File: config.mk
export PLATFORM = sky130hd
export DESIGN_NAME = memory_access_stage
export DESIGN_NICKNAME = d
export VERILOG_FILES = /design/src/rtl/memory_access_stage.sv
export SDC_FILE = /design/constraint.sdc
export NUM_CORES = 1
export LEC_CHECK = 0
export CORE_MARGIN = 3
export CORE_UTILIZATION = 40
export DETAILED_ROUTE_END_ITERATION = 10
export PLACE_DENSITY = 0.78
export SLEW_MARGIN = 25
export SYNTH_ARGS = -nofsm -noshare
export SYNTH_HDL_FRONTEND = slang
export SYNTH_SLANG_ARGS = --single-unit
File: constraint.sdc
create_clock -name clk -period 1.6 [get_ports clk]
set_clock_uncertainty 0.05 [all_clocks]
set_input_delay 0.16 -clock clk [delete_from_list [all_inputs] [get_ports clk]]
set_output_delay 0.16 -clock clk [all_outputs]
set_load 0.02 [all_outputs]
File: src/rtl/memory_access_stage.sv
// Pipeline MEM stage: one outstanding data-memory access over req/ack, store lane
// alignment, load extraction/extension. Optional MEM_MISALIGN_CHECK_EN enables misalignment trapping.
module memory_access_stage (
  input  logic        clk,
  input  logic        rst,
  input  logic        ex_valid,
  output logic        ex_ready,
  input  logic [31:0] ex_alu_result,
  input  logic [31:0] ex_store_data,
  input  logic [31:0] ex_target_pc,
  input  logic [31:0] ex_pc_plus_4,
  input  logic [8:0]  ex_control_word,
  input  logic        ex_mem_read,
  input  logic        ex_mem_write,
  input  logic [2:0]  ex_funct3,
  output logic        dmem_req,
  output logic        dmem_we,
  output logic [31:0] dmem_addr,
  output logic [3:0]  dmem_be,
  output logic [31:0] dmem_wdata,
  input  logic [31:0] dmem_rdata,
  input  logic        dmem_ack,
  output logic [31:0] mem_data_out,
  output logic [31:0] target_pc,
  output logic [31:0] pc_plus_4_mem,
  output logic [31:0] ALU_result_mem,
  output logic [8:0]  control_word_mem,
  output logic        mem_valid,
  output logic        mem_misalign
);

  // Handshake: a bundle transfers from execute on a rising edge where
  // ex_valid && ex_ready; ex_ready is high exactly while the FSM is IDLE.
  typedef enum logic {IDLE = 1'b0, ACCESS = 1'b1} state_t;

  state_t      state_q, state_d;

  logic [31:0] hold_addr_q, hold_wdata_q, hold_alu_q, hold_tpc_q, hold_pc4_q;
  logic [3:0]  hold_be_q;
  logic [1:0]  hold_off_q;
  logic [2:0]  hold_funct3_q;
  logic [8:0]  hold_cw_q;
  logic        hold_we_q, hold_load_q;

  logic [31:0] out_data_q, out_data_d, out_tpc_q, out_tpc_d;
  logic [31:0] out_pc4_q, out_pc4_d, out_alu_q, out_alu_d;
  logic [8:0]  out_cw_q, out_cw_d;
  logic        out_valid_q, out_valid_d, out_mis_q, out_mis_d;

  logic        capture;
  logic        ex_mem_op, ex_misalign;
  logic [1:0]  ex_off, ex_size;
  logic [3:0]  ex_be;
  logic [31:0] ex_wdata, load_fmt;
  logic [7:0]  ld_byte;
  logic [15:0] ld_half;

  assign ex_mem_op = ex_mem_read | ex_mem_write;
  assign ex_off    = ex_alu_result[1:0];
  assign ex_size   = ex_funct3[1:0];

`ifdef MEM_MISALIGN_CHECK_EN
  assign ex_misalign = ex_mem_op &
                       (((ex_size == 2'b01) & ex_off[0]) |
                        (ex_size[1] & (ex_off != 2'b00)));
`else
  assign ex_misalign = 1'b0;
`endif

  // Loads always fetch the full word; extraction happens on return.
  always_comb begin
    ex_be    = 4'b1111;
    ex_wdata = ex_store_data;
    if (!ex_mem_read) begin
      case (ex_size)
        2'b00:   ex_be = 4'b0001 << ex_off;
        2'b01:   ex_be = ex_off[1] ? 4'b1100 : 4'b0011;
        default: ex_be = 4'b1111;
      endcase
    end
    case (ex_size)
      2'b00:   ex_wdata = {4{ex_store_data[7:0]}};
      2'b01:   ex_wdata = {2{ex_store_data[15:0]}};
      default: ex_wdata = ex_store_data;
    endcase
  end

  always_comb begin
    ld_byte = dmem_rdata[7:0];
    case (hold_off_q)
      2'b00:   ld_byte = dmem_rdata[7:0];
      2'b01:   ld_byte = dmem_rdata[15:8];
      2'b10:   ld_byte = dmem_rdata[23:16];
      default: ld_byte = dmem_rdata[31:24];
    endcase
    ld_half = hold_off_q[1] ? dmem_rdata[31:16] : dmem_rdata[15:0];
    case (hold_funct3_q)
      3'b000:  load_fmt = {{24{ld_byte[7]}}, ld_byte};
      3'b001:  load_fmt = {{16{ld_half[15]}}, ld_half};
      3'b100:  load_fmt = {24'd0, ld_byte};
      3'b101:  load_fmt = {16'd0, ld_half};
      default: load_fmt = dmem_rdata;
    endcase
  end

  always_comb begin
    state_d     = state_q;
    capture     = 1'b0;
    out_valid_d = 1'b0;
    out_mis_d   = 1'b0;
    out_data_d  = 32'd0;
    out_tpc_d   = 32'd0;
    out_pc4_d   = 32'd0;
    out_alu_d   = 32'd0;
    out_cw_d    = 9'd0;
    case (state_q)
      IDLE: begin
        if (ex_valid) begin
          if (ex_mem_op && !ex_misalign) begin
            state_d = ACCESS;
            capture = 1'b1;
          end else begin
            // Non-memory ops and trapped misaligned accesses retire next cycle.
            out_valid_d = 1'b1;
            out_mis_d   = ex_misalign;
            out_tpc_d   = ex_target_pc;
            out_pc4_d   = ex_pc_plus_4;
            out_alu_d   = ex_alu_result;
            out_cw_d    = ex_misalign ? {1'b0, ex_control_word[7:0]} : ex_control_word;
          end
        end
      end
      ACCESS: begin
        if (dmem_ack) begin
          state_d     = IDLE;
          out_valid_d = 1'b1;
          out_data_d  = hold_load_q ? load_fmt : 32'd0;
          out_tpc_d   = hold_tpc_q;
          out_pc4_d   = hold_pc4_q;
          out_alu_d   = hold_alu_q;
          out_cw_d    = hold_cw_q;
        end
      end
      default: state_d = IDLE;
    endcase
  end

  always_ff @(posedge clk) begin
    if (rst) begin
      state_q       <= IDLE;
      hold_addr_q   <= 32'd0;
      hold_wdata_q  <= 32'd0;
      hold_alu_q    <= 32'd0;
      hold_tpc_q    <= 32'd0;
      hold_pc4_q    <= 32'd0;
      hold_be_q     <= 4'd0;
      hold_off_q    <= 2'd0;
      hold_funct3_q <= 3'd0;
      hold_cw_q     <= 9'd0;
      hold_we_q     <= 1'b0;
      hold_load_q   <= 1'b0;
      out_data_q    <= 32'd0;
      out_tpc_q     <= 32'd0;
      out_pc4_q     <= 32'd0;
      out_alu_q     <= 32'd0;
      out_cw_q      <= 9'd0;
      out_valid_q   <= 1'b0;
      out_mis_q     <= 1'b0;
    end else begin
      state_q     <= state_d;
      out_data_q  <= out_data_d;
      out_tpc_q   <= out_tpc_d;
      out_pc4_q   <= out_pc4_d;
      out_alu_q   <= out_alu_d;
      out_cw_q    <= out_cw_d;
      out_valid_q <= out_valid_d;
      out_mis_q   <= out_mis_d;
      if (capture) begin
        hold_addr_q   <= {ex_alu_result[31:2], 2'b00};
        hold_wdata_q  <= ex_wdata;
        hold_alu_q    <= ex_alu_result;
        hold_tpc_q    <= ex_target_pc;
        hold_pc4_q    <= ex_pc_plus_4;
        hold_be_q     <= ex_be;
        hold_off_q    <= ex_off;
        hold_funct3_q <= ex_funct3;
        hold_cw_q     <= ex_control_word;
        hold_we_q     <= ex_mem_write;
        hold_load_q   <= ex_mem_read;
      end
    end
  end

  assign ex_ready   = (state_q == IDLE);
  assign dmem_req   = (state_q == ACCESS);
  assign dmem_we    = (state_q == ACCESS) & hold_we_q;
  assign dmem_be    = (state_q == ACCESS) ? hold_be_q : 4'd0;
  assign dmem_addr  = hold_addr_q;
  assign dmem_wdata = hold_wdata_q;

  assign mem_data_out     = out_data_q;
  assign target_pc        = out_tpc_q;
  assign pc_plus_4_mem    = out_pc4_q;
  assign ALU_result_mem   = out_alu_q;
  assign control_word_mem = out_cw_q;
  assign mem_valid        = out_valid_q;
`ifdef MEM_MISALIGN_CHECK_EN
  assign mem_misalign     = out_mis_q;
`else
  assign mem_misalign     = 1'b0;
`endif

endmodule
; Yosys cells after proc, flatten, opt, wreduce, memory -nomap -nowiden
; Index checks and enable logic that the tools add are counted.
[totals]
register_bits = 317
input_bits = 178
out_inout_bits = 210
[op_classes]
n_eq_ne = 6
shifts = 1
mux = 33
n_bitwise = 5
n_reduce_logical = 4
[ops]
columns = op, count
row1 = 2-to-1 mux 32 bit, 9
row2 = one-hot mux 32 bit (2 select lines), 4
row3 = one-hot mux 32 bit (4 select lines), 1
row4 = 2-to-1 mux 9 bit, 3
row5 = one-hot mux 8 bit (3 select lines), 1
row6 = one-hot mux 9 bit (2 select lines), 1
row7 = 2-to-1 mux 16 bit, 1
row8 = 2-to-1 mux 4 bit, 3
row9 = one-hot mux 4 bit (2 select lines), 1
row10 = 2-to-1 mux 1 bit, 7
row11 = "equality test 3 bit, second input constant", 2
row12 = "equality test 2 x 1 -> 1 bit, second input constant", 2
row13 = zero test 2 bit, 2
row14 = one-hot mux 1 bit (2 select lines), 2
row15 = OR reduction 4 bit, 1
row16 = "<< shifter 1 x 2 -> 4 bit, first input constant", 1
row17 = "equality test 3 x 1 -> 1 bit, second input constant", 1
row18 = zero test 3 bit, 1
row19 = inverter 1 bit, 3
row20 = "equality test 2 bit, second input constant", 1
row21 = bitwise AND 1 bit, 1
row22 = OR 1 bit, 1

; Logic depth before layout (Yosys ltp)
[logic_depth]
depth_word = 4
depth_mapped = 8
ltp_nobuf = 4

; Worst setup path after synthesis
; OpenSTA, ideal clock, no wires.
[synth_path]
path_type = reg2reg
startpoint = register state_q (netlist: dmem_req)
endpoint = register out_data_q[21] (netlist: mem_data_out[21])
setup_ns = 0.058
t_arrival_ns = 1.485
t_required_ns = 1.492
slack_ns = 0.007
stages_incl_launch_ff = 7
n_path_buf = 2
synth_period_minus_slack_ns = 1.593
cell_sequence = dfxtp_1 > buf_4 > nand4b_2 > nor3_1 > o21ai_2 > buf_6 > nand2_1
[synth_between]
elab_chain_cells = 2
[synth_lines]
columns = element, line_no
row1 = start: declaration, 36  ; state_t state_q, state_d;
row2 = start signal: assignment, 170  ; state_q <= state_d;
row3 = inverter 1 bit, n/a
row4 = OR reduction 4 bit (no line), n/a
row5 = end signal: assignment, 171  ; out_data_q <= out_data_d;
row6 = end: declaration, 45  ; logic [31:0] out_data_q, out_data_d, out_tpc_q, out_tpc_d;
; Every way passes these cells.
; A chain may end at the register's enable or synchronous reset.

; Final worst setup path
[layout_path]
startpoint = register state_q (netlist: dmem_req)
endpoint = output port dmem_be[0]
[layout_between]
elab_chain_cells = 1
[layout_lines]
columns = element, line_no
row1 = 2-to-1 mux 4 bit, 197  ; assign dmem_be = (state_q == ACCESS) ? hold_be_q : 4'd0;
row2 = end: declaration, 19  ; output logic [3:0] dmem_be,
; Every way passes these cells.

==> summary.txt <==
Critical path
  – Critical Path Fanout Max: 5
  – R2R Setup Slk: around 0.040 ns
  – Req. time, crit path: around 1.4 ns
  – Crit path DAT: approximately 1.4 ns
  – RR Startpoint: hold_alu_q[1]
  – Critical path class: flop to output port
  – Worst r2r path cells: 5
  – Critical path startpoint category: flop
  – CP Capture Type: output port
  – R2r endpoint: mem_data_out[6]

Route
  – Drt wl/cell: ~18 um
  – TritonRoute pass-1 iters: 5
  – Remaining DRCs: 0
  – Via/cell ratio: a little over 5
  – Total number of vias: between 10000 and 15000
  – Initial drt markers: approximately 780
  – Final ANT Viol Nets: 0
  – Total wire length: about 35000 um

Place
  – DP Wirelength: 24800 um
  – Final Wtd Congestion: approximately 0.87
  – Count of input and output buffers: between 300 and 400
  – Pre-CTS setup slack: -0.282 ns

CTS
  – Clock root buffer: clkbuf_16
  – TritonCTS Buffers: 30
  – CTS clock-pin slew for the worst setup and hold paths: 0.06 ns
  – Clk buf depth: 3
  – Clk sinks: about 290
  – TritonCTS clock tree: done
  – Worst skew pair latency: roughly 0.55 ns
  – Htree depth: 1

Floorplanning
  – Die X: between 150 and 200 um
  – Core Rows: between 50 and 60
  – Die span in y: 169 um
  – Num ports: 388
  – Die Footprint: approximately 29000 sq um
  – Initial Utilization: 0.408
  – Area of the core: between 20000 and 30000 sq um

Synthesis
  – Post-Synth Simple-Gate Area: 0.175
  – Largest family of logic cells by synthesized area: compound AO/OA/AOI/OAI gates
  – Post-Synth Adder-Cell Area: 0
  – Synth Register Bits: around 290
  – Compound-gate portion of the synthesized area: 0.189
  – Cells after synthesis: ~1200
  – Register area share after synthesis: 0.537
  – YS warnings: 0
  – Post-synthesis mux area share: 0.0234
  – Mapped Avg Cell Area: ~8.6 sq um
  – Cell variety after synth: between 40 and 50
  – Xor-xnor portion of the synthesized cell area: 0
  – Mapped Area: 10600 sq um

Timing
  – Count of pins over their slew limit: 0
  – Fmax: between 0.6 and 0.7 GHz
  – Total negative slack: 0 ns
  – Final WS setup: approximately 0.032 ns
  – Min Tclk post-route: between 1.5 and 2 ns
  – RSZ-0062 raised after global routing: true
  – Final setup fails: 0
  – Tcrit/Tclk final: 0.980
  – Hold Vio Cnt, Final: 0

Pwr
  – Leak: 7.20 nW
  – Pwr per Cell Area: 1080 nW/um^2
  – Peak VDD IR: just over 0.0008 V
  – Total power: about 17 mW

Min path
  – Hold path depth: 3
  – Worst hold start: rst
  – Hold Path Class: input pin to flop
  – Hold Path Sink: hold_alu_q[18]

Final layout
  – Area Overhead vs Synth: 51.6%
  – Final #Nets: 1792
  – Antenna diodes: 0
  – Share of layout cells above drive strength 1: 0.117
  – # fillers: about 2200

GRT
  – GR Overflow Total: 0
  – All-layer global routing usage: 0.229
  – Vias in the first global route: a little under 10000
  – Initial antenna violation count: 0
  – Global-route wire length before repair: about 53000 um
  – Largest net degree at the start of global routing: 78

Run
  – # Max-Cap Violations: 0

Run status
  – Status: complete, no violations
[cell families (layout without fill, tap and decap cells)]
kind of cell,Yosys count,after routing
buffers and inverters,153,552
other,1,3
flip-flops,285,285
AO/OA/AOI/OAI,301,301
AND/OR/NAND/NOR,471,471
multiplexers,24,24
[report_power, final]
group          total [mW]  switching, mW  internal (mW)
logic                2.38           1.25           1.12
clock network        7.49           2.83           4.67
registers            7.55          0.154           7.39
total                17.4           4.23           13.2
[cell type report]
cell class | count | area (sq um) | area share
clock buffer | 44 | 895 | 0.0556
sequential | 285 | 5710 | 0.355
tap | 335 | 419 | 0.0260
multi-input combinational | 799 | 4160 | 0.258
timing repair buffer | 480 | 4660 | 0.289
clock inverter | 10 | 188 | 0.0117
inverter | 18 | 67.6 | 0.00420
[cells in the final DEF (no fill, tap or decap), types with 19 or more instances in the layout]
cell             instances
clkbuf_16               35
nor2_1                 136
a21oi_1                132
dfxtp_1                282
a22oi_1                105
clkdlybuf4s50_1        175
buf_12                  19
buf_4                   67
nand2_1                306
dlygate4sd2_1          200
[flip-flops by register name (all words and copies together), names as in the netlist]
register,count
mem_data_out,32
dmem_req,1
mem_valid,1
hold_we_q,1
pc_plus_4_mem,32
hold_tpc_q,32
dmem_wdata,32
target_pc,32
hold_be_q,4
hold_pc4_q,32
ALU_result_mem,32
hold_cw_q,9
control_word_mem,9
hold_alu_q,32
hold_load_q,1
hold_funct3_q,3
[how the worst max path moves through the flow]
stage	start	endpoint	slack [ns]	cells after the start
4_1_cts	dmem_req	dmem_be[0]	-0.12	3
5_1_grt	hold_alu_q[1]	mem_data_out[13]	-0.03	5
3_5_place_dp	dmem_rdata[31]	mem_data_out[8]	-0.28	6
3_3_place_gp	dmem_rdata[31]	mem_data_out[9]	-0.23	6
6_report	dmem_req	dmem_be[0]	0.03	3
2_1_floorplan	dmem_req	mem_data_out[21]	0.007	6
[metrics by stage]
| step | cell area, sq um | cells | util | hold WS, ns |
|---|---|---|---|---|
| floorplan | 10600 | 1237 | - | 0.209 |
| global placement | 15100 | 1907 | 0.578 | 0.391 |
| detailed placement | 15100 | 1907 | 0.578 | 0.397 |
| CTS | 15900 | 1962 | 0.611 | 0.00414 |
| global route | 16100 | 1971 | 0.618 | 0.0250 |
| finish | 16100 | 1971 | 0.618 | 0.0371 |
[synthesized netlist by cell type, drive strengths merged]
master / number / area share
o22a: 1 / 0.00082
a21oi: 134 / 0.064
o21ai: 17 / 0.0084
or2: 3 / 0.0018
mux2: 7 / 0.0074
a31oi: 7 / 0.0041
nor2: 136 / 0.048
clkbuf: 47 / 0.017
mux2i: 17 / 0.016
a211oi: 10 / 0.0075
and4b: 1 / 0.00094
nand3: 2 / 0.00094
a2111oi: 1 / 0.0026
nand3b: 1 / 0.00071
conb: 1 / 0.00035
buf: 87 / 0.051
and2: 8 / 0.0047
nand2b: 3 / 0.0018
inv: 18 / 0.0064
a221oi: 8 / 0.011
nor3b: 1 / 0.0012
dfxtp: 285 / 0.54
a22oi: 105 / 0.074
nand4b: 1 / 0.0014
o221a: 7 / 0.0074
dlygate4sd1: 1 / 0.00082
a311oi: 8 / 0.0066
nor2b: 5 / 0.0029
nor3: 3 / 0.0014
nand2: 307 / 0.11
o32a: 2 / 0.0019
a22o: 1 / 0.00082
[critical path, cell delays in order (launching register included)]
cell and delay, ns:
dfxtp_4 0.37, buf_6 0.12, and2_1 0.15, buf_4 0.16
[metal layers]
layer,track usage,vias up,part of all wire
li1,-,4883,-
met1,0.277,4815,0.40
met2,0.391,425,0.49
met3,0.0507,92,0.071
met4,0.0985,0,0.047
met5,0,-,0
[timing repair]
action | in CTS | in global routing
setup buffers | 0 | 5
gates cloned | 0 | 4
hold buffers | 1 | 0
setup endpoints to repair | 262 | 76
pin swaps | 0 | 5
endpoints found under the hold margin | 1 | 0
gates resized for setup | 235 | 20
Note: power is estimated with default switching activity, not from simulation.
